File: config.mk
export PLATFORM = sky130hd
export DESIGN_NAME = prog_loader_flat
export DESIGN_NICKNAME = d
export VERILOG_FILES = /design/src/rtl/prog_loader_pkg.sv /design/src/rtl/prog_loader_if.sv /design/src/rtl/prog_loader_word_assembler.sv /design/src/rtl/prog_loader.sv /design/src/flat_wrapper.sv
export SDC_FILE = /design/constraint.sdc
export NUM_CORES = 1
export LEC_CHECK = 0
export CAP_MARGIN = 20
export CORE_UTILIZATION = 45
export DETAILED_ROUTE_END_ITERATION = 10
export DONT_BUFFER_PORTS = 1
export GPL_ROUTABILITY_DRIVEN = 0
export PLACE_DENSITY = 0.67
export SLEW_MARGIN = 0
export SYNTH_ARGS = -nofsm -noshare
export SYNTH_HDL_FRONTEND = slang
export SYNTH_SLANG_ARGS = --single-unit
File: constraint.sdc
create_clock -name clk -period 4.4 [get_ports clk]
set_clock_uncertainty 0.05 [all_clocks]
set_input_delay 1.1 -clock clk [delete_from_list [all_inputs] [get_ports clk]]
set_output_delay 1.1 -clock clk [all_outputs]
set_load 0.005 [all_outputs]
File: src/rtl/prog_loader_pkg.sv
// prog_loader_pkg: loader FSM state encoding and counter width helper.
package prog_loader_pkg;
  typedef enum logic [2:0] {
    ST_IDLE,
    ST_HDR,
    ST_DATA,
    ST_WRITE,
    ST_CHK,
    ST_DONE
  } state_t;
  // Bits needed to hold 0..n-1, never less than one.
  function automatic int idx_bits(input int n);
    return n > 1 ? $clog2(n) : 1;
  endfunction
endpackage

File: src/rtl/prog_loader_if.sv
// prog_loader_if: byte stream in, memory write port and status out.
// slave  : loader side (rx_valid, rx_data, big_endian in; mem_*, busy, prog_rdy, err_timeout, chk_err out)
// master : stream source / memory side, the mirror image.
interface prog_loader_if #(
  parameter int DATA_WIDTH = 32,
  parameter int BYTE_WIDTH = 8,
  parameter int ADDR_WIDTH = 10
);
  logic                  rx_valid;
  logic [BYTE_WIDTH-1:0] rx_data;
  logic                  big_endian;
  logic                  mem_we;
  logic [ADDR_WIDTH-1:0] mem_addr;
  logic [DATA_WIDTH-1:0] mem_wdata;
  logic                  busy;
  logic                  prog_rdy;
  logic                  err_timeout;
  logic                  chk_err;
  modport slave (
    input  rx_valid, rx_data, big_endian,
    output mem_we, mem_addr, mem_wdata, busy, prog_rdy, err_timeout, chk_err
  );
  modport master (
    output rx_valid, rx_data, big_endian,
    input  mem_we, mem_addr, mem_wdata, busy, prog_rdy, err_timeout, chk_err
  );
endinterface

File: src/rtl/prog_loader_word_assembler.sv
// word_assembler: packs BYTE_WIDTH symbols into DATA_WIDTH words, lane chosen per byte by big_endian.
// Ports: clk, arst_n (async, active-low), clr (drop partial word), in_valid/in_data/big_endian (byte in),
//        word (assembled word register), word_done (high with the byte that completes a word).
module word_assembler
  import prog_loader_pkg::*;
#(
  parameter int DATA_WIDTH = 32,
  parameter int BYTE_WIDTH = 8
) (
  input  logic                  clk,
  input  logic                  arst_n,
  input  logic                  clr,
  input  logic                  in_valid,
  input  logic [BYTE_WIDTH-1:0] in_data,
  input  logic                  big_endian,
  output logic [DATA_WIDTH-1:0] word,
  output logic                  word_done
);
  localparam int BPW = DATA_WIDTH / BYTE_WIDTH;
  localparam int IW = idx_bits(BPW);
  logic [IW-1:0] idx;
  logic [IW-1:0] lane;
  assign lane = big_endian ? IW'(BPW - 1) - idx : idx;
  assign word_done = in_valid && idx == IW'(BPW - 1);
  always_ff @(posedge clk or negedge arst_n) begin
    if (!arst_n) begin
      idx  <= '0;
      word <= '0;
    end else if (clr) begin
      idx  <= '0;
      word <= '0;
    end else if (in_valid) begin
      idx <= word_done ? '0 : idx + IW'(1);
      word[lane*BYTE_WIDTH +: BYTE_WIDTH] <= in_data;
    end
  end
endmodule

File: src/rtl/prog_loader.sv
// prog_loader: receives a framed byte stream (count header, data, optional checksum) and writes words to memory.
// Ports: clk, arst_n (async, active-low), bus (prog_loader_if.slave: rx stream in, mem write port and status out).
// Build option: define PROG_LOADER_CHECKSUM_EN to expect a trailing sum byte checked into chk_err.
module prog_loader
  import prog_loader_pkg::*;
#(
  parameter int DATA_WIDTH     = 32,
  parameter int BYTE_WIDTH     = 8,
  parameter int ADDR_WIDTH     = 10,
  parameter int CNT_BYTES      = 2,
  parameter int ADDR_STEP      = 4,
  parameter int TIMEOUT_CYCLES = 100000
) (
  input logic          clk,
  input logic          arst_n,
  prog_loader_if.slave bus
);
  localparam int CW = CNT_BYTES * BYTE_WIDTH;
  localparam int HW = idx_bits(CNT_BYTES);
  localparam int TW = idx_bits(TIMEOUT_CYCLES);
`ifdef PROG_LOADER_CHECKSUM_EN
  localparam bit CHK_EN = 1'b1;
`else
  localparam bit CHK_EN = 1'b0;
`endif
  state_t                state, nxt, end_st;
  logic [CW-1:0]         n_cnt, n_next, word_idx;
  logic [HW-1:0]         hdr_cnt;
  logic [ADDR_WIDTH-1:0] addr;
  logic [TW-1:0]         to_cnt;
  logic [DATA_WIDTH-1:0] word;
  logic start, last, hdr_done, counting, to_hit, asm_valid, word_done, trailer_ev, trailer_bad;
  word_assembler #(
    .DATA_WIDTH(DATA_WIDTH),
    .BYTE_WIDTH(BYTE_WIDTH)
  ) u_asm (
    .clk       (clk),
    .arst_n    (arst_n),
    .clr       (start || to_hit),
    .in_valid  (asm_valid),
    .in_data   (bus.rx_data),
    .big_endian(bus.big_endian),
    .word      (word),
    .word_done (word_done)
  );
  assign last = word_idx == n_cnt - CW'(1);
  // Without a trailer, a byte arriving while the last word is written already opens the next frame.
  assign start = bus.rx_valid && (state == ST_IDLE || state == ST_DONE || (state == ST_WRITE && last && !CHK_EN));
  assign n_next = start ? CW'(bus.rx_data) : (n_cnt << BYTE_WIDTH) | CW'(bus.rx_data);
  assign hdr_done = start ? (CNT_BYTES == 1) : (state == ST_HDR && bus.rx_valid && hdr_cnt == HW'(CNT_BYTES - 1));
  assign counting = state inside {ST_HDR, ST_DATA, ST_CHK};
  assign to_hit = counting && !bus.rx_valid && to_cnt == TW'(TIMEOUT_CYCLES - 1);
  // A byte during WRITE belongs to the next word unless the word being written is the last one.
  assign asm_valid = bus.rx_valid && (state == ST_DATA || (state == ST_WRITE && !last));
  assign trailer_ev = CHK_EN && bus.rx_valid && (state == ST_CHK || (state == ST_WRITE && last));
  assign end_st = CHK_EN ? ST_CHK : ST_DONE;
  always_comb begin
    nxt = state;
    if (to_hit) nxt = ST_IDLE;
    else if (hdr_done) nxt = n_next == '0 ? end_st : ST_DATA;
    else if (start) nxt = ST_HDR;
    else if (trailer_ev) nxt = trailer_bad ? ST_IDLE : ST_DONE;
    else if (state == ST_WRITE) nxt = last ? end_st : word_done ? ST_WRITE : ST_DATA;
    else if (state == ST_DATA && word_done) nxt = ST_WRITE;
  end
  always_ff @(posedge clk or negedge arst_n) begin
    if (!arst_n) begin
      state    <= ST_IDLE;
      n_cnt    <= '0;
      word_idx <= '0;
      hdr_cnt  <= '0;
      addr     <= '0;
      to_cnt   <= '0;
    end else begin
      state  <= nxt;
      to_cnt <= (bus.rx_valid || !counting) ? '0 : to_cnt + TW'(1);
      if (state == ST_WRITE) begin
        word_idx <= word_idx + CW'(1);
        addr     <= addr + ADDR_WIDTH'(ADDR_STEP);
      end
      if (start) begin
        n_cnt    <= n_next;
        hdr_cnt  <= HW'(1);
        word_idx <= '0;
        addr     <= '0;
      end else if (state == ST_HDR && bus.rx_valid) begin
        n_cnt   <= n_next;
        hdr_cnt <= hdr_cnt + HW'(1);
      end
    end
  end
`ifdef PROG_LOADER_CHECKSUM_EN
  logic [BYTE_WIDTH-1:0] sum;
  always_ff @(posedge clk or negedge arst_n) begin
    if (!arst_n) sum <= '0;
    else if (start) sum <= '0;
    else if (asm_valid) sum <= sum + bus.rx_data;
  end
  assign trailer_bad = bus.rx_data != sum;
  assign bus.chk_err = trailer_ev && trailer_bad;
`else
  assign trailer_bad = 1'b0;
  assign bus.chk_err = 1'b0;
`endif
  assign bus.mem_we      = state == ST_WRITE;
  assign bus.mem_addr    = addr;
  assign bus.mem_wdata   = word;
  assign bus.busy        = state inside {ST_HDR, ST_DATA, ST_WRITE, ST_CHK};
  assign bus.prog_rdy    = state == ST_DONE && !bus.rx_valid;
  assign bus.err_timeout = to_hit;
endmodule

File: src/flat_wrapper.sv
// flat-port wrapper written by rule: the top's interface ports become plain ports
module prog_loader_flat import prog_loader_pkg::*;
#(
  parameter int DATA_WIDTH     = 32,
  parameter int BYTE_WIDTH     = 8,
  parameter int ADDR_WIDTH     = 10,
  parameter int CNT_BYTES      = 2,
  parameter int ADDR_STEP      = 4,
  parameter int TIMEOUT_CYCLES = 100000
)
  (clk, arst_n, bus_rx_valid, bus_rx_data, bus_big_endian, bus_mem_we, bus_mem_addr, bus_mem_wdata, bus_busy, bus_prog_rdy, bus_err_timeout, bus_chk_err);
  prog_loader_if #(.DATA_WIDTH(DATA_WIDTH), .BYTE_WIDTH(BYTE_WIDTH), .ADDR_WIDTH(ADDR_WIDTH)) bus_i ();
  input logic clk;
  input logic arst_n;
  input wire logic [$bits(bus_i.rx_valid)-1:0] bus_rx_valid;
  input wire logic [$bits(bus_i.rx_data)-1:0] bus_rx_data;
  input wire logic [$bits(bus_i.big_endian)-1:0] bus_big_endian;
  output wire logic [$bits(bus_i.mem_we)-1:0] bus_mem_we;
  output wire logic [$bits(bus_i.mem_addr)-1:0] bus_mem_addr;
  output wire logic [$bits(bus_i.mem_wdata)-1:0] bus_mem_wdata;
  output wire logic [$bits(bus_i.busy)-1:0] bus_busy;
  output wire logic [$bits(bus_i.prog_rdy)-1:0] bus_prog_rdy;
  output wire logic [$bits(bus_i.err_timeout)-1:0] bus_err_timeout;
  output wire logic [$bits(bus_i.chk_err)-1:0] bus_chk_err;
  assign bus_i.rx_valid = bus_rx_valid;
  assign bus_i.rx_data = bus_rx_data;
  assign bus_i.big_endian = bus_big_endian;
  assign bus_mem_we = bus_i.mem_we;
  assign bus_mem_addr = bus_i.mem_addr;
  assign bus_mem_wdata = bus_i.mem_wdata;
  assign bus_busy = bus_i.busy;
  assign bus_prog_rdy = bus_i.prog_rdy;
  assign bus_err_timeout = bus_i.err_timeout;
  assign bus_chk_err = bus_i.chk_err;
  prog_loader #(.DATA_WIDTH(DATA_WIDTH), .BYTE_WIDTH(BYTE_WIDTH), .ADDR_WIDTH(ADDR_WIDTH), .CNT_BYTES(CNT_BYTES), .ADDR_STEP(ADDR_STEP), .TIMEOUT_CYCLES(TIMEOUT_CYCLES)) u_core (.clk(clk), .arst_n(arst_n), .bus(bus_i));
endmodule
==> results.toml, run 1 <==
[clocking]
htree_levels = 3
cts_buffer_depth = 2
cts_resized = 0
cts_tree = "built"
cts_root_buf = "clkbuf_16"
hold_buffers = 0
post_cts_buffers = 0
numCtsBuffers = 9
clkSinkCount = 95
clock_latency_ps = 340
path_clk_slew_ps = 70

[worst_setup_path]
crit_type = "reg -> reg"
worstPathMaxFanout = 9
worst_ep_required_time_ps = 4630
endpoint_kind = "register"
cp-start-kind = "register"
worstReg2RegStart = "u_core.n_cnt[0]$_DFFE_PN0P_"
startpoint = "u_core.n_cnt[0]$_DFFE_PN0P_"
worstPathArrival_ps = 3740

[power]
p_leak_nw = 2.56
ir_drop_v = 0.000221
power_density_nw_per_um2 = 314

[synthesis]
synth_cells = 534
ys_warn_count = 0
synthArstFlopShare_pct = 100
synthFlopType = "dfrtp_1"
yosysUniqueCellTypes = 63
syn_area_um2 = 5240
ys_seq_elements = 95
syn_area_per_cell_um2 = 9.80
synth_edf_count = 0
seq_area_frac_synth_pct = 45.4

[cells_and_area]
final_cells = 674
drive_above_1_share_pct = 8.85
final_cell_mix = "dfrtp_1, nor2_1, nand2_1"
diodes = 0
final_common_cell = "dfrtp_1"
fin_nets = 543
area_growth_pct = 7.48

[die]
coreArea_um2 = 11400
die_h_um = 110
start_util_pct = 46.0
std_cell_rows = 39
num_io_pins = 59
die_x_um = 110
die_area_um2 = 12100

[route]
drtIter0Drc = 230
firstDrtPassIters = 4
via_per_inst = 5.64
num_vias = 3799
totalWireLength_mm = 11.2
wl_per_cell_um = 16.6
ant_nets = 0
drt_drc_violations_left = 0

[timing]
tns_ps = 0
holdWs_ps = 396
period_share_pct = 79.8
fmax_mhz = 285
hold_viol = 0
drv_slew = 0
slew_headroom_pct = 44.3
rsz0062_at_grt = "no"
tightest_slew_ps = 824
setup_violations = 0
period_needed_ps = 3510

[global_routing]
antenna_found_initial = 0
grt-ovfl-total = 0
grt_use_total_pct = 20.0
grt_max_degree = 96
grt_pass1_wl_mm = 18.5
grt_pass1_vias = 3742

[run_status]
outcome = "completed"

[place]
place_hpwl_mm = 7.80
portBuffers = 0
placed_cells = 658

[worst_hold_path]
hold_class = "in -> async"

[flow_run]
cap_violations = 0
-- critical path, cell delays in order (launching register included) --
cell,delay (ps)
dfrtp_1,480
inv_1,90
ha_1,320
or4b_4,530
nor2_1,100
a221oi_1,90
nor4_1,640
nand4_2,340
and4_1,450
nor2_8,190
a22o_1,160
-- cell families (layout without fill, tap and decap cells) --
group	Yosys count	after routing	synth area share (%)
AND/OR/NAND/NOR	241	241	23.8
flip-flops	95	95	45.4
AO/OA/AOI/OAI	59	59	8.51
XOR/XNOR	59	59	9.87
multiplexers	37	37	7.84
buffers and inverters	37	32	3.27
adder cells (fa/ha/maj)	5	5	1.20
other	1	3	0.0716
-- flip-flops by register name, summed over array words and instances (netlist names) --
register,count
u_core.u_asm.idx,2
u_core.word_idx,16
u_core.to_cnt,17
u_core.bus.mem_addr,8
u_core.hdr_cnt,1
u_core.state,3
u_core.u_asm.word,32
u_core.n_cnt,16
-- worst paths after layout --
check	to	slack (ps)	cells after the start
min in group clk	u_core.to_cnt[0]$_DFF_PN0_	440	1
worst min register to register	u_core.to_cnt[0]$_DFF_PN0_	440	1
worst max-delay path	u_core.u_asm.word[9]$_DFFE_PN0P_	890	10
worst min-delay path	u_core.to_cnt[13]$_DFF_PN0_	400	0
max in group asynchronous	u_core.to_cnt[8]$_DFF_PN0_	3690	0
worst max register to register	u_core.u_asm.word[9]$_DFFE_PN0P_	890	10
-- where the power goes --
group	internal, mW	total [mW]	switching, mW
clock network	0.415	0.745	0.330
logic	0.0503	0.0959	0.0456
registers	0.892	0.927	0.0355
-- area by class of cell --
cell class / count / area [um2]
fill: 1039 / 5740
sequential: 95 / 2380
clock inverter: 4 / 30.0
timing repair buffer: 8 / 60.1
clock buffer: 12 / 256
tap: 143 / 179
multi-input combinational: 404 / 2690
inverter: 8 / 30.0
-- routing by layer --
layer | track usage (%) | wire [um] | part of all wire (%)
met1 | 25.8 | 4890 | 44
met2 | 32.6 | 5560 | 50
met4 | 5.52 | 88 | 0.79
met3 | 5.87 | 650 | 5.8
met5 | 0 | 0 | 0
-- synth_stat cells, types with 6 or more instances --
library cell | instances | area (um2)
nand4_1 | 14 | 87.6
xor2_1 | 32 | 280
nor4_1 | 9 | 56.3
clkbuf_1 | 13 | 48.8
a21oi_1 | 18 | 90.1
nor2b_1 | 9 | 56.3
buf_2 | 11 | 55.1
and2_1 | 10 | 62.6
or3_1 | 7 | 43.8
mux2_4 | 8 | 120
and3_1 | 6 | 37.5
inv_1 | 8 | 30.0
a22o_1 | 8 | 70.1
nor2_1 | 83 | 312
o21ai_0 | 8 | 40.0
nand2_1 | 42 | 158
mux2i_1 | 29 | 290
nor3_1 | 12 | 60.1
xnor2_1 | 27 | 236
nand3_1 | 21 | 105
dfrtp_1 | 95 | 2380
-- metrics by stage --
stage | power, mW | utilization [%] | area, um2 | setup WS (ps)
finish | 1.77 | 49.5 | 5630 | 887
global route | 1.83 | 49.5 | 5630 | 605
CTS | 1.78 | 49.5 | 5630 | 911
detailed placement | 1.04 | 47.0 | 5340 | 933
global placement | 1.03 | 47.0 | 5340 | 1070
floorplan | 1.02 | - | 5240 | 1290
No activity file was read; power rests on OpenSTA's default activity.
==> run 2, diff against run 1 <==
PLACE_DENSITY = 0.69   (was 0.67)
clock period = 3.1 ns   (was 4.4 ns; I/O delays follow)
==> results.toml, run 2 (same netlist as run 1, synthesis figures left out) <==
[timing]
setup_violations = 0
final.setup.worst_slack_ps = 89.1
period_share_pct = 97.1
slew_headroom_pct = 53.9
period_needed_ps = 3010
holdWs_ps = 75.5
fmax_mhz = 332
tightest_slew_ps = 686
hold_viol = 0
drv_slew = 0

[worst_setup_path]
cpMaxStageDelayCell = "or4b_4"
cp-start-kind = "register"
crit_type = "reg -> reg"
cpPeakStageDelay_ps = 500
worst_ep_required_time_ps = 3280
endpoint_kind = "register"
worstPathArrival_ps = 3190
path_cells = "inv_1 -> ha_1 -> or4b_4 -> nor2_2 -> a221oi_1 -> nor4_1 -> buf_4 -> o2111ai_2 -> a21boi_4 -> nor2_4 -> mux2_4"
worstPathMaxFanout = 8

[route]
drtIter0Drc = 265
wl_per_cell_um = 16.6
via_per_inst = 5.65
drt_drc_violations_left = 0
firstDrtPassIters = 5
totalWireLength_mm = 11.5
num_vias = 3901
ant_nets = 0

[cells_and_area]
final_common_cell = "dfrtp_1"
top_regs = "u_core.u_asm.word: 32 flops, u_core.to_cnt: 17 flops"
fillCellCount = 998
diodes = 0
area_growth_pct = 11.7
final_cell_mix = "dfrtp_1, nor2_1, nand2_1"
drive_above_1_share_pct = 12.8
fin_nets = 560
regMostFlops = "u_core.u_asm.word"
largest_reg_flops = 32
utilization_pct = 51.4

[clocking]
numCtsBuffers = 9
cts_tree = "built"
hold_buffers = 0
clock_latency_ps = 340
cts_root_buf = "clkbuf_16"
clkSinkCount = 95
path_clk_slew_ps = 70
cts_buffer_depth = 2
htree_levels = 3

[global_routing]
grt.met1_usage_pct = 24.4
grt_pass1_wl_mm = 18.4
grt_pass1_vias = 3733
grt.met2_usage_pct = 33.1
top_usage_layer = "met2"
grt-ovfl-total = 0
antenna_found_initial = 0
grt_max_degree = 96
gr-usage-met3_pct = 4.98
grt_use_total_pct = 20.0

[die]
die_area_um2 = 12100
coreArea_um2 = 11400
start_util_pct = 46.0
std_cell_rows = 39
num_io_pins = 59
die_h_um = 110
die_x_um = 110

[run_status]
outcome = "completed"

[power]
p_leak_nw = 2.66
power_mw = 2.58
ir_drop_v = 0.000320
power_density_nw_per_um2 = 442

[place]
dpl_worst_slack_ps = 77.2
place_hpwl_mm = 8.18
portBuffers = 0

[worst_hold_path]
hold_class = "in -> async"

[flow_run]
cap_violations = 0
==> run 2: layout make-up <==
class | count | area (um2) | area share [%]
repair buffers | 25 | 204 | 3.49
flip-flops and latches | 95 | 2380 | 40.6
clock inverters | 5 | 56.3 | 0.963
well taps | 143 | 179 | 3.06
inverters | 8 | 30.0 | 0.513
clock buffers | 11 | 243 | 4.15
multi-input cells | 404 | 2760 | 47.2
==> run 2: report_power, final <==
| part | internal (mW) | switching (mW) | leakage [nW] |
|---|---|---|---|
| clock | 0.647 | 0.461 | 0.146 |
| combinational | 0.0874 | 0.0869 | 1.27 |
| sequential | 1.27 | 0.0352 | 1.25 |
==> run 2: through the flow <==
step	std cells	area, um2	TNS, ps
after floorplan	536	5260	0
after global routing	691	5850	-501
after global placement	673	5480	0
after CTS	689	5780	0
after detailed placement	673	5480	0
final	691	5850	0
==> run 2: worst paths after layout <==
path,startpoint,slack [ps],endpoint,depth (start not counted)
min in group clk,u_core.to_cnt[0]$_DFF_PN0_,430,u_core.to_cnt[0]$_DFF_PN0_,1
max reg2reg,u_core.n_cnt[0]$_DFFE_PN0P_,90,u_core.n_cnt[2]$_DFFE_PN0P_,11
max,u_core.n_cnt[0]$_DFFE_PN0P_,90,u_core.n_cnt[2]$_DFFE_PN0P_,11
min,arst_n,80,u_core.to_cnt[14]$_DFF_PN0_,0
min reg2reg,u_core.to_cnt[0]$_DFF_PN0_,430,u_core.to_cnt[0]$_DFF_PN0_,1
max in group asynchronous,arst_n,2740,u_core.u_asm.word[10]$_DFFE_PN0P_,0
==> run 2: critical path, delay by kind of cell (launching register included) <==
kind | cells | cell delay (ps)
buf+inv | 2 | 290
mux | 1 | 330
compound gates | 3 | 500
simple gates | 4 | 1150
fa+ha+maj | 1 | 160
flops | 1 | 410
==> run 2: metal layers <==
metal	part of all wire, %	up-vias
li1	-	1870
met3	5.7	21
met4	2.0	0
met2	49	113
met5	0	-
met1	43	1897
==> run 2: repair_timing <==
item                                    CTS  global route
setup buffers                             0             2
endpoints found under the hold margin     0             0
resized for setup                         0            10
endpoints found under the setup margin    0            42
==> run 3, diff against run 2 <==
CTS_CLUSTER_SIZE = 12   (was unset)
==> results of run 3 <==
Same layout as run 2: the final DEF is identical, and so are final timing and power.
